==> config.mk <==
export PLATFORM = sky130hd
export DESIGN_NAME = rv32v_uop_sequencer
export DESIGN_NICKNAME = d
export VERILOG_FILES = /design/src/rtl/rv32v_uop_sequencer.sv
export SDC_FILE = /design/constraint.sdc
export NUM_CORES = 1
export LEC_CHECK = 0
export ABC_AREA = 0
export ABC_CLOCK_PERIOD_IN_PS = 6700
export CORE_MARGIN = 2
export CORE_UTILIZATION = 35
export DETAILED_ROUTE_END_ITERATION = 12
export HOLD_SLACK_MARGIN = 0.12
export PLACE_DENSITY_LB_ADDON = 0.05
export SLEW_MARGIN = 40
export SYNTH_ARGS = -nofsm -noshare
export SYNTH_HDL_FRONTEND = slang
export SYNTH_SLANG_ARGS = --single-unit
==> constraint.sdc <==
create_clock -name clk -period 6.7 [get_ports clk]
set_input_delay 1.34 -clock clk [delete_from_list [all_inputs] [get_ports clk]]
set_output_delay 1.34 -clock clk [all_outputs]
set_load 0.01 [all_outputs]
==> src/rtl/rv32v_uop_sequencer.sv <==
// rv32v_uop_sequencer: splits one decoded vector instruction into per-register uops
//   in_*      decoded instruction (valid/ready handshake, latched on accept)
//   uop_*     one uop per register of the LMUL group (valid/ready handshake)
//   flush     kills the current instruction; busy/done/illegal report status
//   Optional macro RV32V_UOP_VSTART_EN adds in_vstart and starts at element vstart.
module rv32v_uop_sequencer #(
  parameter int VLENB = 16,
  parameter int VL_W  = $clog2(VLENB*8+1)
) (
  input  logic             clk,
  input  logic             rst,
  input  logic             in_valid,
  output logic             in_ready,
  input  logic [4:0]       in_vd,
  input  logic [4:0]       in_vs1,
  input  logic [4:0]       in_vs2,
  input  logic [1:0]       in_sew,
  input  logic [1:0]       in_lmul,
  input  logic [VL_W-1:0]  in_vl,
`ifdef RV32V_UOP_VSTART_EN
  input  logic [VL_W-1:0]  in_vstart,
`endif
  input  logic             flush,
  output logic             uop_valid,
  input  logic             uop_ready,
  output logic [4:0]       uop_vd,
  output logic [4:0]       uop_vs1,
  output logic [4:0]       uop_vs2,
  output logic [2:0]       uop_idx,
  output logic [VL_W-1:0]  uop_elem_base,
  output logic [VLENB-1:0] uop_byte_en,
  output logic             uop_last,
  output logic             busy,
  output logic             done,
  output logic             illegal
);
  localparam int LB = $clog2(VLENB);
  typedef enum logic {IDLE, SEQ} state_t;
  state_t state_q, state_d;
  logic [2:0] idx_q, idx_d, start_idx;
  logic [4:0] vd_q, vd_d, vs1_q, vs1_d, vs2_q, vs2_d, align_mask;
  logic [1:0] sew_q, sew_d;
  logic [VL_W-1:0] vl_q, vl_d, vst_q, vst_d, vstart_in, in_epr, in_vlmax, epr, elem_base, elem;
  logic done_q, done_d, illegal_q, illegal_d;
  logic seq, accept, bad, last;
`ifdef RV32V_UOP_VSTART_EN
  assign vstart_in = in_vstart;
`else
  assign vstart_in = '0;
`endif
  always_comb begin
    seq = state_q == SEQ;
    in_ready = ~seq & ~flush;
    accept = in_valid & in_ready;
    in_epr = VL_W'(VLENB >> in_sew);
    in_vlmax = in_epr << in_lmul;
    align_mask = 5'((1 << in_lmul) - 1);
    bad = (in_sew == 2'b11) | (in_vl > in_vlmax) | (|((in_vd | in_vs1 | in_vs2) & align_mask));
    // first register touched is the one holding element vstart
    start_idx = 3'(vstart_in >> (LB - in_sew));
    epr = VL_W'(VLENB >> sew_q);
    elem_base = VL_W'(idx_q) * epr;
    last = (elem_base + epr) >= vl_q;
    state_d = state_q;
    idx_d = idx_q;
    vd_d = vd_q;
    vs1_d = vs1_q;
    vs2_d = vs2_q;
    sew_d = sew_q;
    vl_d = vl_q;
    vst_d = vst_q;
    done_d = 1'b0;
    illegal_d = 1'b0;
    if (flush) begin
      state_d = IDLE;
    end else if (accept) begin
      vd_d = in_vd;
      vs1_d = in_vs1;
      vs2_d = in_vs2;
      sew_d = in_sew;
      vl_d = in_vl;
      vst_d = vstart_in;
      idx_d = start_idx;
      illegal_d = bad;
      done_d = ~bad & (vstart_in >= in_vl);
      state_d = (~bad & (vstart_in < in_vl)) ? SEQ : IDLE;
    end else if (seq & uop_ready) begin
      idx_d = idx_q + 3'd1;
      state_d = last ? IDLE : SEQ;
      done_d = last;
    end
    elem = '0;
    for (int b = 0; b < VLENB; b++) begin
      elem = elem_base + VL_W'(b >> sew_q);
      uop_byte_en[b] = seq & (elem >= vst_q) & (elem < vl_q);
    end
    uop_valid = seq;
    uop_vd = seq ? vd_q + {2'b0, idx_q} : '0;
    uop_vs1 = seq ? vs1_q + {2'b0, idx_q} : '0;
    uop_vs2 = seq ? vs2_q + {2'b0, idx_q} : '0;
    uop_idx = seq ? idx_q : '0;
    uop_elem_base = seq ? elem_base : '0;
    uop_last = seq & last;
    busy = seq;
    done = done_q;
    illegal = illegal_q;
  end
  always_ff @(posedge clk or posedge rst) begin
    if (rst) begin
      state_q <= IDLE;
      idx_q <= '0;
      vd_q <= '0;
      vs1_q <= '0;
      vs2_q <= '0;
      sew_q <= '0;
      vl_q <= '0;
      vst_q <= '0;
      done_q <= 1'b0;
      illegal_q <= 1'b0;
    end else begin
      state_q <= state_d;
      idx_q <= idx_d;
      vd_q <= vd_d;
      vs1_q <= vs1_d;
      vs2_q <= vs2_d;
      sew_q <= sew_d;
      vl_q <= vl_d;
      vst_q <= vst_d;
      done_q <= done_d;
      illegal_q <= illegal_d;
    end
  end
endmodule
==> flow_metrics.py <==
metrics = {
    "status": {
        "status": "complete, no violations",
    },
    "clock_tree": {
        "ctsHtreeMaxLevel": 2,
        "clk_latency_ns": 0.27,
        "cts_tree": "done",
        "cts_buffers": 5,
        "root_buffer": "clkbuf_16",
        "post_cts_buffers": 0,
        "clock-sinks": 31,
        "cts.clk_slew.worst_paths_ns": 0.05,
        "clockBufferDepth": 2,
    },
    "pwr": {
        "p_sw_frac": 0.367,
        "p_per_area_nw_per_um2": 133,
        "vdd_drop_max_mv": 0.0943,
        "p_leak_uw": 0.00289,
        "p_comb_frac": 0.436,
        "p_clk_frac": 0.275,
        "p_sw_uw": 296,
        "intPower_uw": 510,
        "seq_power_share": 0.289,
        "power_uw": 806,
    },
    "yosys": {
        "synthSimpleGateAreaFrac": 0.178,
        "synthAdderAreaFrac": 0.326,
        "yosysUniqueCellTypes": 51,
        "synthCells": 573,
        "synth_edf_count": 0,
        "synth.cell_area_um2": 4950,
        "synth_xor_xnor_area_share": 0.0915,
        "async_reset_ff_frac": 1.00,
        "synthTopCellsByArea": "ha_1, dfrtp_1, a21oi_1",
        "synth_mux_area_frac": 0.0387,
        "synth_top_area_cell": "ha_1",
        "synth_top_area_share": 0.273,
        "syn_nets": 726,
        "synth_common_cells": "ha_1, a21oi_1, nand2_1",
        "synth_most_common_cell": "ha_1",
        "synth_top_family_by_area": "adder cells",
        "synth.yosys.warnings": 0,
        "synthFlopType": "dfrtp_1",
        "synth-seq-cells": 31,
        "synth_compound_area_frac": 0.164,
        "synth.avg_cell_area_um2": 8.64,
        "ys_seq_area_frac": 0.157,
    },
    "die": {
        "die-area_um2": 15100,
        "coreArea_um2": 13800,
        "die_w_um": 123,
        "die_y_um": 123,
        "ios": 80,
        "initial_utilization": 0.358,
        "row_count": 43,
    },
    "worst_setup_path": {
        "required_ns": 5.36,
        "critPathKind": "flop to primary output",
        "worst_setup_path_end_kind": "primary output",
        "path_max_fanout": 22,
        "cp.arrival_ns": 4.99,
        "slowest_stage": "clkdlybuf4s50_1",
        "path_cells": "inv_1, ha_2, nand2_1, fa_1, inv_1, ha_1, fa_1, buf_4, nand2_2, nor2_1, xor2_1, ha_1, nor2b_1, o21ai_0, nand3b_1, a21oi_1, clkdlybuf4s50_1",
        "critPathLaunchType": "flop",
        "critical-path-max-stage-delay_ns": 0.55,
    },
    "global_routing": {
        "grt_pass1_wl_um": 22700,
        "grt_max_degree": 38,
        "overflow": 0,
        "track_usage": 0.193,
        "grt_pass1_vias": 4463,
        "antenna_found_initial": 0,
    },
    "timing": {
        "period_minus_slack_ns": 6.33,
        "final.setup.tns_ns": 0,
        "slew_viol_final": 0,
        "finalClockSkew_ns": 0.00584,
        "final-setup-viol-count": 0,
        "finalHoldViolations": 0,
        "min_period_over_period": 0.945,
        "hold_ws_ns": 0.507,
        "slew_headroom": 0.476,
        "worstMarginPinSlew_ns": 0.785,
        "rsz0062_at_grt": "no",
        "max_freq_mhz": 158,
    },
    "layout": {
        "n_antenna_cell": 0,
        "layout-drive-gt1-share": 0.0684,
        "fill_cells": 1380,
        "multi_input_area_um2": 3990,
        "regArea_um2": 776,
        "nets": 796,
        "area_delta_synth_final_pct": 22.7,
    },
    "route": {
        "routed_via_density": 5.26,
        "ant_nets": 0,
        "drc": 0,
        "wl_per_cell_um": 17.0,
        "drt_wl_total_um": 14000,
        "firstDrtPassIters": 6,
        "num_vias": 4329,
        "drtIter0Drc": 172,
    },
    "placed_design": {
        "port_buffers": 78,
        "gp_congestion": 0.778,
        "hpwl_um": 10700,
    },
    "worst_hold_path": {
        "holdCritPathClass": "flop to flop",
    },
    "run": {
        "drv_cap": 0,
    },
}
[path summary, 6_finish.rpt]
kind | from | end | slack [ns] | cells after the start
setup / recovery | sew_q[0] | uop_byte_en[12] | 0.37 | 17
min in group asynchronous | rst | vl_q[0] | 1.46 | 3
hold / removal | vs2_q[2] | vs2_q[2] | 0.51 | 1
max in group asynchronous | rst | vs2_q[0] | 4.94 | 3
setup reg to reg | sew_q[1] | done | 2.43 | 15
hold reg to reg | vs2_q[2] | vs2_q[2] | 0.51 | 1
[power groups by stage]
stage	clock network [uW]	registers (uW)	logic, uW
finish	222	233	351
global route	236	237	408
CTS	227	232	356
detailed placement	0	236	354
global placement	0	234	345
floorplan	0	227	245
[per-layer routing]
layer  part of all wire  track usage  vias up  routed length, um
met2               0.50        0.351       63               7040
met5                  0            0        -                  0
li1                   -            -     2186                  -
met1               0.47        0.248     2069               6560
met4              0.010       0.0431        0                145
met3              0.019       0.0143       11                259
[critical path, delay by kind of cell (launching register included)]
family,cells,cell delay [ns]
adders and majority gates,5,1.87
buffers and inverters,4,1.05
and+or+nand+nor,5,0.78
DFF,1,0.45
AOI/OAI and AO/OA,2,0.35
xor gates and xnor gates,1,0.19
[what timing repair did]
action                                  4_1_cts  5_1_grt
hold buffers                                  0        0
gates resized for setup                       1        4
pin swaps                                     0        0
endpoints found under the setup margin        6       15
endpoints found under the hold margin         0        0
[cells in the final DEF (no fill, tap or decap), types with 5 or more instances in the layout]
cell type / n
a21oi_1: 58
nor3_1: 5
nand2_1: 42
xor2_1: 19
ha_1: 106
and4_1: 5
o21ai_0: 38
a31oi_1: 6
nand4_1: 14
fa_1: 13
dfrtp_1: 31
nor2b_1: 16
nor2_1: 28
xnor2_1: 29
and2_1: 22
clkbuf_16: 5
inv_1: 22
mux2_2: 17
clkdlybuf4s50_1: 78
nand2b_1: 5
nand3b_1: 11
a21o_1: 18
buf_4: 9
[logic make-up (layout without fill, tap and decap cells)]
family / Yosys count / count (layout)
flip-flops: 31 / 31
AND/OR/NAND/NOR: 165 / 165
adder cells (fa/ha/maj): 121 / 121
AO/OA/AOI/OAI: 140 / 140
buffers and inverters: 48 / 118
other: 1 / 1
XOR/XNOR: 50 / 50
multiplexers: 17 / 17
[area by class of cell]
| type | instances | area share |
|---|---|---|
| clock inverter | 1 | 0.000824 |
| multi-input combinational | 494 | 0.656 |
| clock buffer | 6 | 0.0229 |
| inverter | 24 | 0.0155 |
| tap | 180 | 0.0371 |
| timing repair buffer | 87 | 0.140 |
| sequential | 31 | 0.128 |
[flip-flops by register name, indices dropped and copies added (netlist names)]
register	flops
vd_q	5
sew_q	2
vl_q	8
busy	1
done	1
vs2_q	5
vs1_q	5
idx_q	3
illegal	1
[metrics by stage]
| step | worst slack (ns) | util | area [um^2] | cells |
|---|---|---|---|---|
| 6_report | 0.366 | 0.439 | 6070 | 823 |
| 5_1_grt | 0.0326 | 0.439 | 6070 | 823 |
| 4_1_cts | 0.0656 | 0.438 | 6050 | 823 |
| 3_5_place_dp | 0.252 | 0.427 | 5910 | 816 |
| 3_3_place_gp | 0.428 | 0.426 | 5900 | 816 |
| 2_1_floorplan | 1.31 | - | 4950 | 573 |
Power figures use the tool's default switching activity.
